File: src/rtl/aes_decryptor_ip_buffer_if.sv
// Handshake bundle between the OFDM receiver, the AES input buffer and the decryptor.
// The buffer uses the slave view; the surrounding logic (or a bench) uses the master view.
interface aes_decryptor_ip_buffer_if #(
  parameter int unsigned BUF_SIZE = 4,
  parameter int unsigned NO_ROWS  = 4,
  parameter int unsigned NO_COLS  = 4
);
  localparam int unsigned LW = $clog2(BUF_SIZE + 1);

  logic                                  ofdm_sdata_vld;
  logic                                  ofdm_sdata_rdy;
  logic                                  ofdm_sdata;
  logic                                  cipher_txt_vld;
  logic                                  cipher_txt_rdy;
  logic [NO_ROWS-1:0][NO_COLS-1:0][7:0]  cipher_txt;
  logic [LW-1:0]                         buf_level;

  modport slave (
    input  ofdm_sdata_vld, ofdm_sdata, cipher_txt_rdy,
    output ofdm_sdata_rdy, cipher_txt_vld, cipher_txt, buf_level
  );

  modport master (
    output ofdm_sdata_vld, ofdm_sdata, cipher_txt_rdy,
    input  ofdm_sdata_rdy, cipher_txt_vld, cipher_txt, buf_level
  );
endinterface

File: src/rtl/aes_decryptor_ip_buffer.sv
// Receive-side input buffer of the AES decryptor: collects the serial cipher-text
// stream into NO_ROWS x NO_COLS byte blocks (row-major, bytes LSB first) and queues
// them in a BUF_SIZE-deep block FIFO towards the decryptor.
module aes_decryptor_ip_buffer #(
  parameter int unsigned BUF_SIZE = 4,
  parameter int unsigned NO_ROWS  = 4,
  parameter int unsigned NO_COLS  = 4
) (
  input  logic                     aes_clk,
  input  logic                     resetn,
  aes_decryptor_ip_buffer_if.slave bus
);
  localparam int unsigned TOTAL_BITS = 8 * NO_ROWS * NO_COLS;
  localparam int unsigned CW = $clog2(TOTAL_BITS);
  localparam int unsigned PW = $clog2(BUF_SIZE);
  localparam int unsigned LW = $clog2(BUF_SIZE + 1);

  typedef logic [TOTAL_BITS-1:0] block_t;
  typedef enum logic {ASSEMBLE, HOLD} state_t;

  state_t        state_q, state_d;
  logic [CW-1:0] bit_cnt;
  block_t        asm_reg, blk_next, hold_reg, push_data;
  block_t        mem [BUF_SIZE];
  logic [PW-1:0] wr_ptr, rd_ptr;
  logic [LW-1:0] count, count_d;
  logic          full, empty, sdata_rdy;
  logic          accept, last_bit, push, pop, to_hold;

  function automatic logic [PW-1:0] ptr_inc(input logic [PW-1:0] p);
    return (p == PW'(BUF_SIZE - 1)) ? '0 : p + 1'b1;
  endfunction

  assign accept   = bus.ofdm_sdata_vld & sdata_rdy;
  assign last_bit = (bit_cnt == CW'(TOTAL_BITS - 1));
  assign pop      = ~empty & bus.cipher_txt_rdy;

  // Flat bit k of the block is cipher_txt[r][c][b]; merge in the bit offered this cycle
  always_comb begin
    blk_next          = asm_reg;
    blk_next[bit_cnt] = bus.ofdm_sdata;
  end

  // Next state, FIFO push request and push source selection
  always_comb begin
    state_d   = state_q;
    push      = 1'b0;
    to_hold   = 1'b0;
    push_data = blk_next;
    case (state_q)
      ASSEMBLE: begin
        if (accept && last_bit) begin
          if (!full) begin
            push = 1'b1;
          end else begin
            to_hold = 1'b1;
            state_d = HOLD;
          end
        end
      end
      HOLD: begin
        push_data = hold_reg;
        if (!full) begin
          push    = 1'b1;
          state_d = ASSEMBLE;
        end
      end
      default: state_d = ASSEMBLE;
    endcase
  end

  // FIFO occupancy after this edge's push/pop
  always_comb begin
    count_d = count;
    if (push && !pop) begin
      count_d = count + 1'b1;
    end else if (pop && !push) begin
      count_d = count - 1'b1;
    end
  end

  // FSM state, registered input ready, bit counter and block assembly
  always_ff @(posedge aes_clk or negedge resetn) begin
    if (!resetn) begin
      state_q   <= ASSEMBLE;
      sdata_rdy <= 1'b0;
      bit_cnt   <= '0;
      asm_reg   <= '0;
      hold_reg  <= '0;
    end else begin
      state_q   <= state_d;
      sdata_rdy <= (state_d == ASSEMBLE);
      if (accept) begin
        asm_reg <= blk_next;
        bit_cnt <= last_bit ? '0 : bit_cnt + 1'b1;
      end
      if (to_hold) begin
        hold_reg <= blk_next;
      end
    end
  end

  // Block FIFO storage, pointers and registered full/empty flags
  always_ff @(posedge aes_clk or negedge resetn) begin
    if (!resetn) begin
      for (int unsigned i = 0; i < BUF_SIZE; i++) begin
        mem[i] <= '0;
      end
      wr_ptr <= '0;
      rd_ptr <= '0;
      count  <= '0;
      full   <= 1'b0;
      empty  <= 1'b1;
    end else begin
      if (push) begin
        mem[wr_ptr] <= push_data;
        wr_ptr      <= ptr_inc(wr_ptr);
      end
      if (pop) begin
        rd_ptr <= ptr_inc(rd_ptr);
      end
      count <= count_d;
      full  <= (count_d == LW'(BUF_SIZE));
      empty <= (count_d == '0);
    end
  end

  assign bus.ofdm_sdata_rdy = sdata_rdy;
  assign bus.cipher_txt_vld = ~empty;
  assign bus.cipher_txt     = mem[rd_ptr];
  assign bus.buf_level      = count;

endmodule

File: src/flat_wrapper.sv
// flat-port wrapper written by rule: the top's interface ports become plain ports
module aes_decryptor_ip_buffer_flat 
#(
  parameter int unsigned BUF_SIZE = 4,
  parameter int unsigned NO_ROWS  = 4,
  parameter int unsigned NO_COLS  = 4
)
  (aes_clk, resetn, bus_ofdm_sdata_vld, bus_ofdm_sdata, bus_cipher_txt_rdy, bus_ofdm_sdata_rdy, bus_cipher_txt_vld, bus_cipher_txt, bus_buf_level);
  aes_decryptor_ip_buffer_if #(.BUF_SIZE(BUF_SIZE), .NO_ROWS(NO_ROWS), .NO_COLS(NO_COLS)) bus_i ();
  input  logic aes_clk;
  input  logic resetn;
  input wire logic [$bits(bus_i.ofdm_sdata_vld)-1:0] bus_ofdm_sdata_vld;
  input wire logic [$bits(bus_i.ofdm_sdata)-1:0] bus_ofdm_sdata;
  input wire logic [$bits(bus_i.cipher_txt_rdy)-1:0] bus_cipher_txt_rdy;
  output wire logic [$bits(bus_i.ofdm_sdata_rdy)-1:0] bus_ofdm_sdata_rdy;
  output wire logic [$bits(bus_i.cipher_txt_vld)-1:0] bus_cipher_txt_vld;
  output wire logic [$bits(bus_i.cipher_txt)-1:0] bus_cipher_txt;
  output wire logic [$bits(bus_i.buf_level)-1:0] bus_buf_level;
  assign bus_i.ofdm_sdata_vld = bus_ofdm_sdata_vld;
  assign bus_i.ofdm_sdata = bus_ofdm_sdata;
  assign bus_i.cipher_txt_rdy = bus_cipher_txt_rdy;
  assign bus_ofdm_sdata_rdy = bus_i.ofdm_sdata_rdy;
  assign bus_cipher_txt_vld = bus_i.cipher_txt_vld;
  assign bus_cipher_txt = bus_i.cipher_txt;
  assign bus_buf_level = bus_i.buf_level;
  aes_decryptor_ip_buffer #(.BUF_SIZE(BUF_SIZE), .NO_ROWS(NO_ROWS), .NO_COLS(NO_COLS)) u_core (.aes_clk(aes_clk), .resetn(resetn), .bus(bus_i));
endmodule
File: config.mk
export PLATFORM = sky130hd
export DESIGN_NAME = aes_decryptor_ip_buffer_flat
export DESIGN_NICKNAME = d
export VERILOG_FILES = /design/src/rtl/aes_decryptor_ip_buffer_if.sv /design/src/rtl/aes_decryptor_ip_buffer.sv /design/src/flat_wrapper.sv
export SDC_FILE = /design/constraint.sdc
export NUM_CORES = 2
export LEC_CHECK = 0
export CORE_UTILIZATION = 60
export DETAILED_ROUTE_END_ITERATION = 10
export PLACE_DENSITY = 0.79
export SLEW_MARGIN = 15
export SYNTH_ARGS = -nofsm -noshare
export SYNTH_HDL_FRONTEND = slang
export SYNTH_SLANG_ARGS = --single-unit
File: constraint.sdc
create_clock -name aes_clk -period 4.2 [get_ports aes_clk]
set_input_delay 1.26 -clock aes_clk [delete_from_list [all_inputs] [get_ports aes_clk]]
set_output_delay 1.26 -clock aes_clk [all_outputs]
set_load 0.005 [all_outputs]
### Word-level counts from Yosys, hierarchy flattened

Index checks and enable logic that the tools add are counted.

* logic and storage cells: 65
* input port bits: 5
* register bits: 786
* output and inout bits: 133

* equal/unequal tests: 4
* add/subtract/negate cells: 5
* reduce and logical (&&, ||, !) cells: 8
* mux-type cells: 22
* magnitude comparators: 5
* bitwise gates (word level): 7

Operators by type and width (number)
* bitwise mux 512 bit: 1
* 2-to-1 mux 128 bit: 4
* binary-select mux 128 bit (select 2 bit): 1
* demux 128 bit (select 2 bit): 1
* bitwise mux 128 bit: 1
* < comparator 7 x 8 -> 1 bit (second input constant): 1
* adder 7 x 1 -> 7 bit (second input constant): 1
* demux 1 bit (select 7 bit): 1
* == test 7 bit (second input constant): 1
* >= comparator 7 x 1 -> 1 bit (second input constant): 1
* 2-to-1 mux 7 bit: 1
* >= comparator 3 bit (second input constant): 2
* 2-to-1 mux 1 bit: 6
* 2-to-1 mux 3 bit: 2
* NOT 2 -> 3 bit: 2
* logical AND 1 bit: 5
* adder 2 x 1 -> 2 bit (second input constant): 2
* == test 2 bit (second input constant): 2
* 2-to-1 mux 2 bit: 2
* case mux 1 bit (2 select lines): 2
* adder 3 x 1 -> 3 bit (second input constant): 1
* == test 3 bit (second input constant): 1
* zero test 3 bit: 1
* < comparator 3 x 1 -> 1 bit (second input constant): 1
* 4 further kinds: 8

### Depth between registers and ports, before layout

* depth in word-level cells: 9
* mapped depth: 9
* mapped depth without buffers: 6

### Worst setup path before layout

OpenSTA, ideal clock, no wires.

* path type: input to register
* start point: in bus_ofdm_sdata_vld
* end point: reg u_core.mem[0] in the netlist's numbering
* cell stages on the path: 9
* required time: 4.075 ns
* data arrival time: 2.765 ns
* path slack: 1.310 ns
* setup time: 0.125 ns
* buffers on the path: 4
* cell sequence: and2_1 > clkbuf_1 > a41oi_2 > nor2_2 > buf_6 > and2_4 > buf_12 > buf_12 > mux2_4

* word-level cells in the longest chain between the ends: 4

RTL lines
* start, declared: RTL line flat_wrapper.sv:12 `input wire logic [$bits(bus_i.ofdm_sdata_vld)-1:0] bus_ofdm_sdata_vld;`
* AND 1 bit: RTL line aes_decryptor_ip_buffer.sv:34 `assign accept = bus.ofdm_sdata_vld & sdata_rdy;`
* logical AND 1 bit: RTL line aes_decryptor_ip_buffer.sv:52 `if (accept && last_bit) begin`
* 2-to-1 mux 1 bit: RTL line aes_decryptor_ip_buffer.sv:52
* case mux 1 bit (2 select lines): RTL line aes_decryptor_ip_buffer.sv:50 `case (state_q)`
* end signal, assigned by index: RTL line aes_decryptor_ip_buffer.sv:116 `mem[wr_ptr] <= push_data;`
* end, declared: RTL line aes_decryptor_ip_buffer.sv:24 `block_t mem [BUF_SIZE];`

No other way between the ends.
A chain may end at the register's enable or synchronous reset.

### Final worst setup path

* start point: reg u_core.rd_ptr[0]
* end point: out bus_cipher_txt[22]

* word-level cells in the longest chain between the ends: 4

RTL lines
* start, declared: RTL line aes_decryptor_ip_buffer.sv:25 `logic [PW-1:0] wr_ptr, rd_ptr;`
* start signal, assigned: RTL line aes_decryptor_ip_buffer.sv:120 `rd_ptr <= ptr_inc(rd_ptr);`
* NOT 2 -> 3 bit (not written as such): RTL line aes_decryptor_ip_buffer.sv:130 `assign bus.cipher_txt = mem[rd_ptr];`
* binary-select mux 128 bit (select 2 bit): RTL line aes_decryptor_ip_buffer.sv:130
* 2-to-1 mux 128 bit (not written as such) (2 in a row): RTL line aes_decryptor_ip_buffer.sv:130
* end, declared: RTL line flat_wrapper.sv:17 `output wire logic [$bits(bus_i.cipher_txt)-1:0] bus_cipher_txt;`

No other way between the ends. The select of a mux whose other input is x is not followed.

==> results.cfg <==
[clocking]
clock_sinks = 786
cts.path.max_buffers = 3
htree_levels = 3
cts_setup_buffers = 0
postCtsHoldBufs = 0
cts-root-buf = clkbuf_16
cts_resized = 0
clkLatencyLatePin_ns = 0.64
cts_made_buffers = 81
clk_pin_slew_worst_paths_ns = 0.06
cts_tree = done

[yosys]
synth-main-ff-cell = dfrtp_1
synth_nets = 2929
synth_edf_count = 0
synthesis.instances = 2916
syn_area_per_cell_um2 = 12.7
ys_top_cells_by_count = dfrtp_1, mux2_2, nor2_1, nand2_1, nand3_1
synth-seq-cells = 786
yosysSeqAreaShare = 0.532
yosys_warnings = 0
ys_types = 55
yosysMostFrequentCell = dfrtp_1
synth.largest_area_cell = dfrtp_1
synth_top_area_frac = 0.531
async_flop_share = 1.00
synth_area_um2 = 37000
synth_area_leaders = dfrtp_1, mux2_2, mux4_2

[power]
leakagePower_nw = 20.0
ir_drop_mv = 0.378
power_density_nw_per_um2 = 445

[critical_path]
r2r-end = u_core.asm_reg[103]
critPathLaunchType = flip-flop
crit_family = buffers and inverters
cp_data_required_time_ns = 2.94
cp_cell_sequence = buf_12 -> mux4_2 -> clkdlybuf4s50_1
end_kind = primary output
critical_path_class = reg -> out
slowest_stage = dfrtp_4
path_depth = 3
cp.arrival_ns = 2.77
worst-path-max-fanout = 40
critPathBufInv = 2
rrSetupSlack_ns = 0.97
slowest_delay_ns = 0.67
reg2reg_from = u_core.bit_cnt[2]
r2r.worst_path.cells = 5

[detailed_routing]
drtIter0Drc = 2270
ant_nets = 0
drt_wl_total_um = 90600
vias = 24600
viasPerCell = 6.45
wl_per_cell_um = 23.8
drc_errors = 0
first_pass_iters = 6

[min_path]
min_path_type = reg -> reg
min_to = u_core.mem[45]
hold_depth = 1
hold_path.startpoint = u_core.mem[45]

[final_layout]
drive_above_1_share = 0.306
largest_reg_flops = 512
area_growth_pct = 12.5
num-fill-cells = 3978
final_util = 0.686
antennaDiodeCount = 0
final_nets = 2984

[floorplanning]
start_util = 0.610
coreArea_um2 = 60600
die_y_um = 250
core.rowCount = 90
die_w_um = 250
die_area_um2 = 62600
pin_count = 138

[sta]
fmax_mhz = 248
fin_crit_ns = 4.03
finalSetupViolations = 0
worstMarginPinSlew_ns = 0.976
whs_ns = 0.489
grt_setup_unrepaired = no
finClkSkew_ns = 0.0327
finalSetupTns_ns = 0
finalMaxSlewViolations = 0
final_hold_viol_count = 0
post-route-period-util = 0.959
slew_headroom = 0.349

[global_routing]
grt_pass1_vias = 25900
grt_start_max_net_pins = 141
grt_use_total = 0.296
overflow = 0
grt_antenna_before_repair = 0
grt_pass1_wl_um = 146000

[placement]
portBuffers = 137
place.gp.congestion = 0.852
hpwl_um = 55900

[status]
status = complete, no violations

[flow_run]
drv_cap = 0
[where the power goes]
group          internal (mW)  switching, mW
clock                   4.13           2.93
combinational           1.13           2.14
sequential              7.80          0.369
[per-layer routing]
metal / track usage / wire length, um
met5: 0.00154 / 0
met4: 0.123 / 3580
met3: 0.0483 / 5910
met2: 0.485 / 44600
met1: 0.397 / 36500
[cell families after synthesis]
group | count (synthesis) | synth area share
multiplexers | 763 | 0.279
flip-flops | 786 | 0.532
AND/OR/NAND/NOR | 688 | 0.0844
adder cells (fa/ha/maj) | 9 | 0.00298
AO/OA/AOI/OAI | 407 | 0.0604
buffers and inverters | 256 | 0.0390
XOR/XNOR | 7 | 0.00166
[worst max path at each step]
| stage | start | endpoint | slack, ns |
|---|---|---|---|
| finish | u_core.rd_ptr[0] | bus_cipher_txt[22] | 0.17 |
| global route | u_core.rd_ptr[0] | bus_cipher_txt[22] | 0.06 |
| CTS | u_core.rd_ptr[0] | bus_cipher_txt[22] | 0.11 |
| detailed placement | bus_ofdm_sdata_vld | u_core.hold_reg[94] | 0.43 |
| global placement | bus_ofdm_sdata_vld | u_core.mem[207] | 0.49 |
| floorplan | bus_ofdm_sdata_vld | u_core.mem[0] | 1.31 |
[through the flow]
| stage | instance area [um^2] | setup WS [ns] | cells | power [mW] |
|---|---|---|---|---|
| 4_1_cts | 41600 | 0.107 | 3809 | 18.5 |
| 6_report | 41600 | 0.170 | 3809 | 18.5 |
| 5_1_grt | 41600 | 0.0570 | 3809 | 19.1 |
| 3_3_place_gp | 39000 | 0.486 | 3670 | 11.4 |
| 3_5_place_dp | 39000 | 0.433 | 3670 | 11.5 |
| 2_1_floorplan | 37000 | 1.31 | 2916 | 10.3 |
[area by class of cell]
cell class | instances | area (um^2) | share of cell area
clock buffers | 117 | 2350 | 0.0566
clock inverters | 22 | 235 | 0.00566
inverters | 7 | 33.8 | 0.000813
multi-input cells | 1874 | 15900 | 0.383
flip-flops and latches | 786 | 19700 | 0.473
well taps | 782 | 978 | 0.0235
repair buffers | 221 | 2370 | 0.0571
[layout by cell type (no fill, tap or decap), types with 13 or more instances in the layout]
master and n:
buf_4 55, mux2i_1 69, clkdlybuf4s50_1 135, o21a_1 20, buf_12 29, a31oi_1 101, nand3_1 165, clkbuf_8 18
clkbuf_1 18, o21ai_0 141, clkinv_2 13, nor2_1 259, dfrtp_1 781, mux2_2 457, a21oi_1 140, mux2_4 100
mux4_2 128, nand2_1 199, clkbuf_16 82
No activity file was read; power rests on OpenSTA's default activity.
